File: config.mk
export PLATFORM = sky130hd
export DESIGN_NAME = fb_scanout_reader
export DESIGN_NICKNAME = d
export VERILOG_FILES = /design/src/rtl/fb_scanout_reader.sv
export SDC_FILE = /design/constraint.sdc
export NUM_CORES = 1
export LEC_CHECK = 0
export BUFFER_PORTS_ARGS = -buffer_cell sky130_fd_sc_hd__buf_2
export CORE_MARGIN = 5
export CORE_UTILIZATION = 59
export DETAILED_ROUTE_END_ITERATION = 10
export PLACE_DENSITY_LB_ADDON = 0.12
export SYNTH_ARGS = -nofsm -noshare
export SYNTH_HDL_FRONTEND = slang
export SYNTH_SLANG_ARGS = --single-unit
File: constraint.sdc
create_clock -name CLK -period 2.7 [get_ports CLK]
set_clock_uncertainty 0.05 [all_clocks]
set_input_delay 0.135 -clock CLK [delete_from_list [all_inputs] [get_ports CLK]]
set_output_delay 0.135 -clock CLK [all_outputs]
set_load 0.05 [all_outputs]
File: src/rtl/fb_scanout_reader.sv
// fb_scanout_reader: streams the front framebuffer out of VRAM port A
// to the display pipeline through a credit-controlled pixel FIFO.
module fb_scanout_reader #(
  parameter int unsigned FB_BYTES   = 49152,
  parameter logic [17:0] BASE_ADDR  = 18'd49152,
  parameter int unsigned FIFO_DEPTH = 8
) (
  input  logic        CLK,
  input  logic        rst,
  input  logic        frame_start,
  input  logic        side,
  output logic [17:0] vram_addr_a,
  output logic        vram_rd_a,
  input  logic [7:0]  vram_q_a,
  output logic [7:0]  pix_data,
  output logic        pix_valid,
  input  logic        pix_ready,
  output logic        pix_last,
  output logic        BUSY,
  output logic        frame_miss
);
  localparam int PW = $clog2(FIFO_DEPTH);
  localparam logic [17:0] LAST = 18'(FB_BYTES - 1);
  localparam logic [PW+1:0] DEPTH = (PW+2)'(FIFO_DEPTH);

  typedef enum logic [1:0] {IDLE, FETCH, DRAIN} state_t;

  state_t        state_q;
  logic [17:0]   base_q;
  logic [17:0]   addr_q;
  logic [17:0]   raddr_q;
  logic          rd_q;
  logic          rd_last_q;
  logic          push_q;
  logic          push_last_q;
  logic          busy_q;
  logic          miss_q;
  logic [8:0]    mem_q [FIFO_DEPTH];
  logic [PW-1:0] wptr_q;
  logic [PW-1:0] rptr_q;
  logic [PW:0]   cnt_q;
  logic [PW:0]   cnt_d;
  logic [PW+1:0] used;
  logic          credit_ok;
  logic          pop;
  logic          empty;
  logic [8:0]    head;

  assign empty = (cnt_q == '0);
  assign pop   = !empty && pix_ready;
  // In-flight reads are charged; a same-cycle pop is not credited.
  assign used = {1'b0, cnt_q}
              + {{(PW+1){1'b0}}, rd_q}
              + {{(PW+1){1'b0}}, push_q};
  assign credit_ok = (used < DEPTH);
  assign cnt_d = cnt_q
               + {{PW{1'b0}}, push_q}
               - {{PW{1'b0}}, pop};

  always_ff @(posedge CLK) begin
    if (rst) begin
      state_q     <= IDLE;
      base_q      <= '0;
      addr_q      <= '0;
      raddr_q     <= '0;
      rd_q        <= 1'b0;
      rd_last_q   <= 1'b0;
      push_q      <= 1'b0;
      push_last_q <= 1'b0;
      busy_q      <= 1'b0;
      miss_q      <= 1'b0;
    end else begin
      rd_q        <= 1'b0;
      rd_last_q   <= 1'b0;
      push_q      <= rd_q;
      push_last_q <= rd_last_q;
      miss_q      <= frame_start && busy_q;
      unique case (state_q)
        IDLE: begin
          if (frame_start) begin
            base_q  <= side ? BASE_ADDR : '0;
            addr_q  <= '0;
            busy_q  <= 1'b1;
            state_q <= FETCH;
          end
        end
        FETCH: begin
          if (credit_ok) begin
            rd_q      <= 1'b1;
            raddr_q   <= base_q + addr_q;
            rd_last_q <= (addr_q == LAST);
            addr_q    <= addr_q + 18'd1;
            if (addr_q == LAST) state_q <= DRAIN;
          end
        end
        DRAIN: begin
          if (empty && !rd_q && !push_q) begin
            busy_q  <= 1'b0;
            state_q <= IDLE;
          end
        end
        default: state_q <= IDLE;
      endcase
    end
  end

  always_ff @(posedge CLK) begin
    if (rst) begin
      wptr_q <= '0;
      rptr_q <= '0;
      cnt_q  <= '0;
    end else begin
      if (push_q) wptr_q <= wptr_q + 1'b1;
      if (pop)    rptr_q <= rptr_q + 1'b1;
      cnt_q <= cnt_d;
    end
  end

  // A read in flight across reset must not land in the FIFO.
  always_ff @(posedge CLK) begin
    if (push_q && !rst) mem_q[wptr_q] <= {push_last_q, vram_q_a};
  end

  assign head        = mem_q[rptr_q];
  assign pix_valid   = !empty;
  assign pix_data    = empty ? 8'h00 : head[7:0];
  assign pix_last    = !empty && head[8];
  assign vram_addr_a = raddr_q;
  assign vram_rd_a   = rd_q;
  assign BUSY        = busy_q;
  assign frame_miss  = miss_q;

endmodule

After elaboration in Yosys (flattened, before gate mapping)
Memory sizes are Yosys's and may differ from the RTL's. A register that Yosys moved wholly into a read port is not among the register bits.
Cells that the tools add are included.
{"block": "word_totals", "register_bits": 72, "mem_bits_rw": 72, "word_cells": 71, "n_memories": 1}
{"memory": "mem_q", "words": 8, "width": 9, "rd": 1, "rd_clocked_by_memory_dff": 1, "write_ports": 1, "line_no": "38", "rtl": "logic [8:0] mem_q [FIFO_DEPTH];"}
{"block": "classes", "addsub": 8, "magnitude_cmp": 1, "eq_ne": 7, "n_mux": 18, "n_bitwise": 2, "reduce_logical": 21}
{"operator": "2-to-1 mux 18 bit", "n": 2}
{"operator": "case mux 18 bit (2 select lines)", "n": 1}
{"operator": "adder 18 x 1 -> 18 bit, second input constant", "n": 1}
{"operator": "adder 18 bit", "n": 1}
{"operator": "== test 18 x 16 -> 1 bit, second input constant", "n": 1}
{"operator": "2-to-1 mux 16 bit", "n": 1}
{"operator": "2-to-1 mux 2 bit", "n": 4}
{"operator": "2-to-1 mux 8 bit", "n": 1}
{"operator": "!= test 2 bit, second input constant", "n": 4}
{"operator": "adder 3 x 1 -> 3 bit, second input constant", "n": 2}
{"operator": "logical AND 1 bit", "n": 6}
{"operator": "2-to-1 mux 3 bit", "n": 2}
{"operator": "case mux 2 bit (3 select lines)", "n": 1}
{"operator": "AND reduction 3 bit", "n": 2}
{"operator": "adder 4 x 1 -> 5 bit", "n": 1}
{"operator": "adder 5 x 1 -> 5 bit", "n": 1}
{"operator": "< comparator 5 x 4 -> 1 bit, second input constant", "n": 1}
{"operator": "2-to-1 mux 1 bit", "n": 5}
{"operator": "adder 4 x 1 -> 4 bit", "n": 1}
{"operator": "logical NOT 1 bit", "n": 4}
{"operator": "logical NOT 4 bit", "n": 1}
{"operator": "AND reduction 2 bit", "n": 2}
{"operator": "AND reduction 4 bit", "n": 1}
{"operator": "nonzero test 2 bit", "n": 2}
{"operator": "other kinds (8)", "n": 9}

Depth between registers and ports, before layout
Gate-level depths: netlist of the first run.
{"block": "logic_depth", "ltp_word": 5, "depth_mapped": 12, "mapped_depth_nobuf": 11}

Least setup slack after synthesis of the first run
No wires, ideal clock.
{"block": "synth_timing", "path_kind": "register -> register", "startpoint": "register cnt_q[3]", "endpoint": "register cnt_q[2]", "setup_ns": 0.128, "arrival_ns": 2.361, "required_time_ns": 2.522, "setup_slack_ns": 0.161, "path_stages_with_launch": 13, "n_path_buf": 1, "cell_sequence": "dfxtp_1 -> inv_1 -> ha_1 -> and3_1 -> buf_2 -> inv_1 -> nand3_1 -> o21ai_0 -> ha_1 -> inv_1 -> fa_1 -> xor2_1 -> nor2_1"}
{"block": "synth_between", "elab_chain_len": 4}
{"element": "start, declared", "line_no": "41", "rtl": "logic [PW:0] cnt_q;"}
{"element": "start signal, assigned", "line_no": "115", "rtl": "cnt_q <= cnt_d;"}
{"element": "logical NOT 4 bit", "line_no": "49", "rtl": "assign empty = (cnt_q == '0);"}
{"element": "logical NOT 1 bit"}
{"element": "named net pix_valid", "line_no": "16", "rtl": "output logic pix_valid,"}
{"element": "logical AND 1 bit", "line_no": "50", "rtl": "assign pop = !empty && pix_ready;"}
{"element": "subtractor 4 x 1 -> 4 bit", "line_no": "58", "rtl": "- {{PW{1'b0}}, pop};"}
The timed path passes the listed nets, and every way through them passes these cells.
A chain may end at the register's enable or synchronous reset.

Worst setup path after layout of the first run
{"block": "layout_timing", "startpoint": "register cnt_q[3]", "endpoint": "register cnt_q[2]"}
{"block": "layout_between", "elab_chain_len": 4}
{"element": "logical NOT 4 bit", "line_no": "49"}
{"element": "logical NOT 1 bit", "line_no": "50"}
{"element": "logical AND 1 bit", "line_no": "50"}
{"element": "subtractor 4 x 1 -> 4 bit", "line_no": "58"}
No other way between the ends.

==> results of run 1 <==
## worst register-to-register path, stage by stage, from the launching register on
cell and delay [ns]:
dfxtp_1 0.45, inv_1 0.10, ha_1 0.19, and3_1 0.19
inv_1 0.15, nand3_1 0.16, o21ai_0 0.11, ha_1 0.20
inv_1 0.06, fa_1 0.37, xor2_1 0.14, nor2_1 0.05
## layer usage
metal | wire, um | track usage [%] | up-vias
li1 | - | - | 1758
met1 | 4530 | 25.8 | 1749
met2 | 5300 | 33.9 | 84
met3 | 365 | 4.10 | 9
met4 | 81 | 6.38 | 0
met5 | 0 | 0 | -
## sequential cells by signal, summed over array words and instances, names as in the netlist, named ones only
register and count:
push_last_q 1, rd_last_q 1, base_q 1, vram_addr_a 18, BUSY 1, wptr_q 3, mem_q 72, rptr_q 3
addr_q 18, cnt_q 4, push_q 1, state_q 2, frame_miss 1, vram_rd_a 1
## cells in the mapped netlist, types with 7 or more instances
| cell type | count | share of area [%] |
|---|---|---|
| edfxtp_1 | 72 | 40 |
| nand2_1 | 54 | 3.7 |
| clkbuf_1 | 11 | 0.76 |
| o21ai_0 | 10 | 0.92 |
| nand3_1 | 14 | 1.3 |
| inv_1 | 13 | 0.90 |
| nor3_1 | 7 | 0.65 |
| mux2i_1 | 12 | 2.2 |
| dfxtp_1 | 58 | 21 |
| mux4_2 | 18 | 7.5 |
| buf_2 | 9 | 0.83 |
| nor2_1 | 40 | 2.8 |
| a21oi_1 | 38 | 3.5 |
| ha_1 | 12 | 2.8 |
## power by group through the flow
stage               Clock (mW)  Combinational (mW)  Sequential, mW
finish                    2.04                1.50            2.24
global route              2.17                1.65            2.25
CTS                       2.07                1.52            2.24
detailed placement           0                1.49            2.28
global placement             0                1.46            2.27
floorplan                    0                1.13            2.32
## per-stage QoR
stage	area, um^2	hold slack (ns)	setup WS (ns)	instances	power, mW
floorplan	5420	0.184	0.161	443	3.45
global placement	5820	0.319	0.466	592	3.74
detailed placement	5820	0.321	0.397	592	3.77
CTS	6470	0.313	0.307	636	5.83
global route	6470	0.362	0.132	636	6.07
finish	6470	0.343	0.359	636	5.78
## path summary, 6_finish.rpt
path / end / slack (ns) / startpoint
max: cnt_q[2] / 0.36 / cnt_q[3]
min: base_q[14] / 0.34 / side
max reg2reg: cnt_q[2] / 0.36 / cnt_q[3]
min reg2reg: vram_addr_a[11] / 0.40 / vram_addr_a[11]
## kinds of logic after synthesis
family	after synthesis	synth area share [%]
DFF	130	61.3
muxes	30	9.70
and+or+nand+nor	152	13.0
xor gates and xnor gates	9	1.45
adders and majority gates	14	3.51
buffers and inverters	37	2.93
AOI/OAI and AO/OA	71	8.06
## layout make-up
type	count	area, um^2
flip-flops and latches	130	3320
fillers	657	2640
multi-input cells	276	1950
repair buffers	74	478
clock buffers	19	422
well taps	111	139
clock inverters	13	114
inverters	13	48.8
## layout by cell type (no fill, tap or decap), types with 4 or more instances in the layout
cell type	instances
o21ai_0	10
a31oi_1	5
a211oi_1	5
nand3_1	14
inv_1	13
mux2i_1	12
a21oi_1	38
nor2b_1	6
ha_1	12
nand2_1	54
or3_1	5
edfxtp_1	72
dfxtp_1	58
clkinvlp_4	5
xnor2_1	4
buf_4	19
nor2_1	40
mux4_2	18
buf_2	43
xor2_1	5
nor3_1	7
clkbuf_16	16
clkinv_2	4
dlygate4sd3_1	12
==> impl_metrics.json, run 1 <==
{
  "crit_top_cell": "inv_1",
  "cts_resized": 0,
  "post-route-period-util_pct": 86.7,
  "max_slew.worst_pin.slew_ns": 0.675,
  "cp_num_cells": 11,
  "synth_edf_count": 72,
  "period_needed_ns": 2.34,
  "synth_cells": 443,
  "clkSlewWorstSetupHoldPaths_ns": 0.06,
  "ys_warn_count": 0,
  "grt_max_degree": 59,
  "crit_path_max_incr_delay_ns": 0.45,
  "place_congestion": 0.819,
  "coreArea_um2": 9110,
  "max-clock-path-buffers": 2,
  "timing.final.hold_violations": 0,
  "end_kind": "flop",
  "pwr-share-seq_pct": 38.7,
  "arrival_ns": 2.66,
  "synth_area_um2": 5420,
  "syn_avg_cell_area_um2": 12.2,
  "numPortBuffers": 43,
  "grt_pass1_wl_um": 17500,
  "nets": 539,
  "max-cap-violations": 0,
  "maxSlewViolCount": 0,
  "post-route-util_pct": 71.1,
  "grt_pass1_vias": 3523,
  "overflow": 0,
  "combPwrFrac_pct": 26.0,
  "setup_viol": 0,
  "ir_worst_vdd_mv": 0.533,
  "ys_seq_elements": 130,
  "root_buffer": "clkbuf_8",
  "chipWidth_um": 106,
  "hp-class": "input port to flop",
  "wl_per_cell_um": 16.2,
  "dr.pass1.iters": 5,
  "drive_gt1_share_pct": 22.5,
  "vias_per_cell": 5.66,
  "leakage_nw": 2.30,
  "hpwl_um": 6620,
  "cp_top_family": "adder cells",
  "die_h_um": 106,
  "p_int_mw": 3.91,
  "vias": 3600,
  "cts-hold-fix-buffers": 12,
  "drc": 0,
  "drtIter0Drc": 229,
  "worstRegToRegCells": 11,
  "synth.distinct_cells": 45,
  "detail-route-antenna-nets": 0,
  "die_area_um2": 11200,
  "track_usage_pct": 20.0,
  "min_delay_path_depth": 4,
  "cts_max_level": 4,
  "crit_buf_inv": 3,
  "cp_slowest_cell": "dfxtp_1",
  "worstSetupPathType": "flop to flop",
  "routed_wl_um": 10300,
  "post_cts_buffers": 0,
  "critPathRequiredTime_ns": 3.02,
  "status": "finished, final reports clean",
  "cp_max_fo": 7,
  "start_util_pct": 59.5,
  "numCtsBuffers": 17,
  "async_flop_share_pct": 0,
  "diodes": 0,
  "row_count": 35,
  "ys.flop_type": "edfxtp_1",
  "p_switching_mw": 1.87,
  "cts_tree": "built",
  "ys_seq_area_share_pct": 61.3,
  "io_pins": 44,
  "synth_fp_nets": 470,
  "cp-start-kind": "flop",
  "swShare_pct": 32.3,
  "crit_chain": "inv_1 > ha_1 > and3_1 > inv_1 > nand3_1 > o21ai_0 > ha_1 > inv_1 > fa_1 > xor2_1 > nor2_1",
  "fmax_mhz": 427,
  "p_clk_share_pct": 35.3,
  "max-slew-margin-rel_pct": 54.4,
  "syn_to_final_growth_pct": 19.5,
  "clk_latency_ns": 0.50,
  "power_density_nw_per_um2": 892,
  "tns_ns": 0,
  "clkSinkCount": 130,
  "antenna_found_initial": 0,
  "rsz0062_at_grt": "no"
}
Note: power is estimated with default switching activity, not from simulation.
==> inputs of run 2 (changes only) <==
--- a/config.mk
+++ b/config.mk
@@ -5,11 +5,12 @@
 export SDC_FILE = /design/constraint.sdc
 export NUM_CORES = 1
 export LEC_CHECK = 0
+export ABC_AREA = 1
 export BUFFER_PORTS_ARGS = -buffer_cell sky130_fd_sc_hd__buf_2
 export CORE_MARGIN = 5
 export CORE_UTILIZATION = 59
 export DETAILED_ROUTE_END_ITERATION = 10
-export PLACE_DENSITY_LB_ADDON = 0.12
+export PLACE_DENSITY = 0.85
 export SYNTH_ARGS = -nofsm -noshare
 export SYNTH_HDL_FRONTEND = slang
 export SYNTH_SLANG_ARGS = --single-unit
==> impl_metrics.json, run 2 <==
{
  "cp_top_family": "buffers and inverters",
  "cp-start-kind": "flop",
  "coreArea_um2": 9280,
  "pre_cts_ws_ns": 0.552,
  "max_slew.worst_pin.slew_ns": 0.805,
  "numCtsBuffers": 17,
  "crit_chain": "clkinvlp_4 > buf_4 > o21ai_0 > o22ai_1 > o21ai_0 > a31oi_1 > buf_2",
  "synth_edf_count": 72,
  "drive_gt1_share_pct": 15.0,
  "start_util_pct": 60.7,
  "rsz0062_at_grt": "no",
  "post-route-period-util_pct": 92.8,
  "grt_max_degree": 37,
  "worstSetupPathType": "flop to output port",
  "critPathRequiredTime_ns": 2.52,
  "whs_ns": 0.0354,
  "ys_seq_elements": 130,
  "timing.final.hold_violations": 0,
  "wl_per_cell_um": 15.4,
  "diodes": 0,
  "synth_top_cells_by_count": "nor2_1 (111), nand2_1 (107), edfxtp_1 (72)",
  "max-cap-violations": 0,
  "die_area_um2": 11600,
  "numPortBuffers": 43,
  "die_h_um": 108,
  "crit_buf_inv": 3,
  "worstReg2RegStart": "cnt_q[3]",
  "ir_worst_vdd_mv": 0.567,
  "layoutNonFillerInstCount": 814,
  "dr.pass1.iters": 5,
  "drtIter0Drc": 251,
  "largest_register_ffs": 72,
  "place_congestion": 0.893,
  "drc": 0,
  "synth.most_common_cell": "nor2_1",
  "antenna_found_initial": 0,
  "synth_area_um2": 5640,
  "io_pins": 44,
  "crit_path_max_incr_delay_ns": 0.39,
  "leakage_nw": 2.56,
  "maxSlewViolCount": 0,
  "async_flop_share_pct": 0,
  "final_common_cell": "nor2_1",
  "setup_viol": 0,
  "grt_pass1_wl_um": 20500,
  "synth_fp_nets": 635,
  "power_density_nw_per_um2": 923,
  "seqCellArea_um2": 3320,
  "clkSinkCount": 130,
  "crit_top_cell": "o21ai_0",
  "arrival_ns": 2.32,
  "routed_wl_um": 12500,
  "post_cts_buffers": 0,
  "detail-route-antenna-nets": 0,
  "total_power_mw": 6.16,
  "min_from": "rst",
  "syn_to_final_growth_pct": 18.5,
  "placed_cells": 771,
  "yosysTopAreaCell": "edfxtp_1",
  "vias": 4468,
  "synth_cells": 608,
  "hp-class": "input port to flop",
  "cts_tree": "built",
  "tns_ns": 0,
  "vias_per_cell": 5.49,
  "fmax_mhz": 399,
  "status": "finished, final reports clean",
  "grt_pass1_vias": 4379,
  "cp_max_fo": 21,
  "clk_latency_ns": 0.52,
  "cp_slowest_cell": "dfxtp_1",
  "nets": 699,
  "track_usage_pct": 22.7,
  "max-clock-path-buffers": 2,
  "overflow": 0,
  "setup_ws_ns": 0.195,
  "ys_seq_area_share_pct": 59.0,
  "row_count": 35,
  "root_buffer": "clkbuf_8",
  "period_needed_ns": 2.50,
  "top_register": "mem_q",
  "yosysTopAreaCellShare_pct": 38.4,
  "syn_avg_cell_area_um2": 9.27,
  "ys.flop_type": "edfxtp_1",
  "synth_area_leaders": "edfxtp_1 (38%), dfxtp_1 (21%), nor2_1 (7.4%), nand2_1 (7.1%), o21ai_0 (6.0%)",
  "max-slew-margin-rel_pct": 46.3,
  "fillers": 679,
  "synth.distinct_cells": 33,
  "final_cell_mix": "nor2_1 (111), nand2_1 (107), edfxtp_1 (72)",
  "multiInputGateArea_um2": 2000,
  "clkSlewWorstSetupHoldPaths_ns": 0.06,
  "ys_warn_count": 0,
  "cts_max_level": 4,
  "chipWidth_um": 108,
  "hpwl_um": 7960,
  "end_kind": "output port"
}
-- run 2: cell types whose count changed after synthesis, moves of 5 or more --
cell     before  now
a21oi_1      38   47
inv_1        13   45
mux2i_1      12    0
mux4_2       18    0
nand2_1      54  107
nor2_1       40  111
nor2b_1       6    0
nor3_1        7    2
o21ai_0      10   67
o22ai_1       0    9
or3_1         5    0
-- run 2: through the flow --
stage / util, % / instance area (um^2)
floorplan: - / 5640
global placement: 64.4 / 5980
detailed placement: 64.4 / 5980
CTS: 71.9 / 6670
global route: 71.9 / 6680
finish: 71.9 / 6680
-- run 2: worst paths after layout --
kind                                    end  slack (ns)  depth (start not counted)
worst max-delay path            pix_data[3]        0.20                          7
worst min-delay path               cnt_q[2]        0.04                          2
worst max register to register     cnt_q[2]        0.53                         12
worst min register to register  push_last_q        0.37                          2
-- run 2: power breakdown --
group	switching, mW	total, mW	internal [mW]
Sequential	0.0795	2.25	2.17
Combinational	1.20	1.65	0.450
Clock	0.918	2.26	1.34
Total	2.20	6.16	3.96
-- run 2: cell families (layout without fill, tap and decap cells) --
kind of cell / Yosys count / count (layout) / share of synthesized area (%)
flip-flops: 130 / 130 / 59.0
AO/OA/AOI/OAI: 135 / 135 / 12.5
AND/OR/NAND/NOR: 255 / 255 / 18.9
adder cells (fa/ha/maj): 14 / 14 / 3.37
XOR/XNOR: 4 / 4 / 0.622
buffers and inverters: 70 / 147 / 5.62
-- run 2: layout make-up --
type | instances | share of cell area (%)
flip-flops and latches | 130 | 49.8
clock buffers | 17 | 6.20
inverters | 47 | 2.74
multi-input cells | 408 | 29.9
well taps | 129 | 2.42
repair buffers | 68 | 6.45
clock inverters | 15 | 2.53
-- run 2: timing repair --
| item | in CTS | in global routing |
|---|---|---|
| setup endpoints to repair | 0 | 2 |
| hold buffers | 11 | 0 |
| gates resized for setup | 0 | 1 |
| endpoints found under the hold margin | 71 | 0 |
-- run 2: per-layer routing --
metal / up-vias / global-route usage, % / wire (um)
li1: 2188 / - / -
met1: 2088 / 25.9 / 5040
met2: 166 / 40.9 / 6510
met3: 26 / 4.98 / 766
met4: 0 / 9.74 / 234
met5: - / 0 / 0
-- run 2: worst register-to-register path, stage by stage (launching register included) --
cell and delay (ns):
dfxtp_1 0.37, inv_1 0.09, ha_1 0.20, nand2_1 0.10
nand2_1 0.07, inv_1 0.16, nand2_1 0.12, o21ai_0 0.09
ha_1 0.17, inv_1 0.06, fa_1 0.37, xor2_1 0.15
nor2_1 0.05
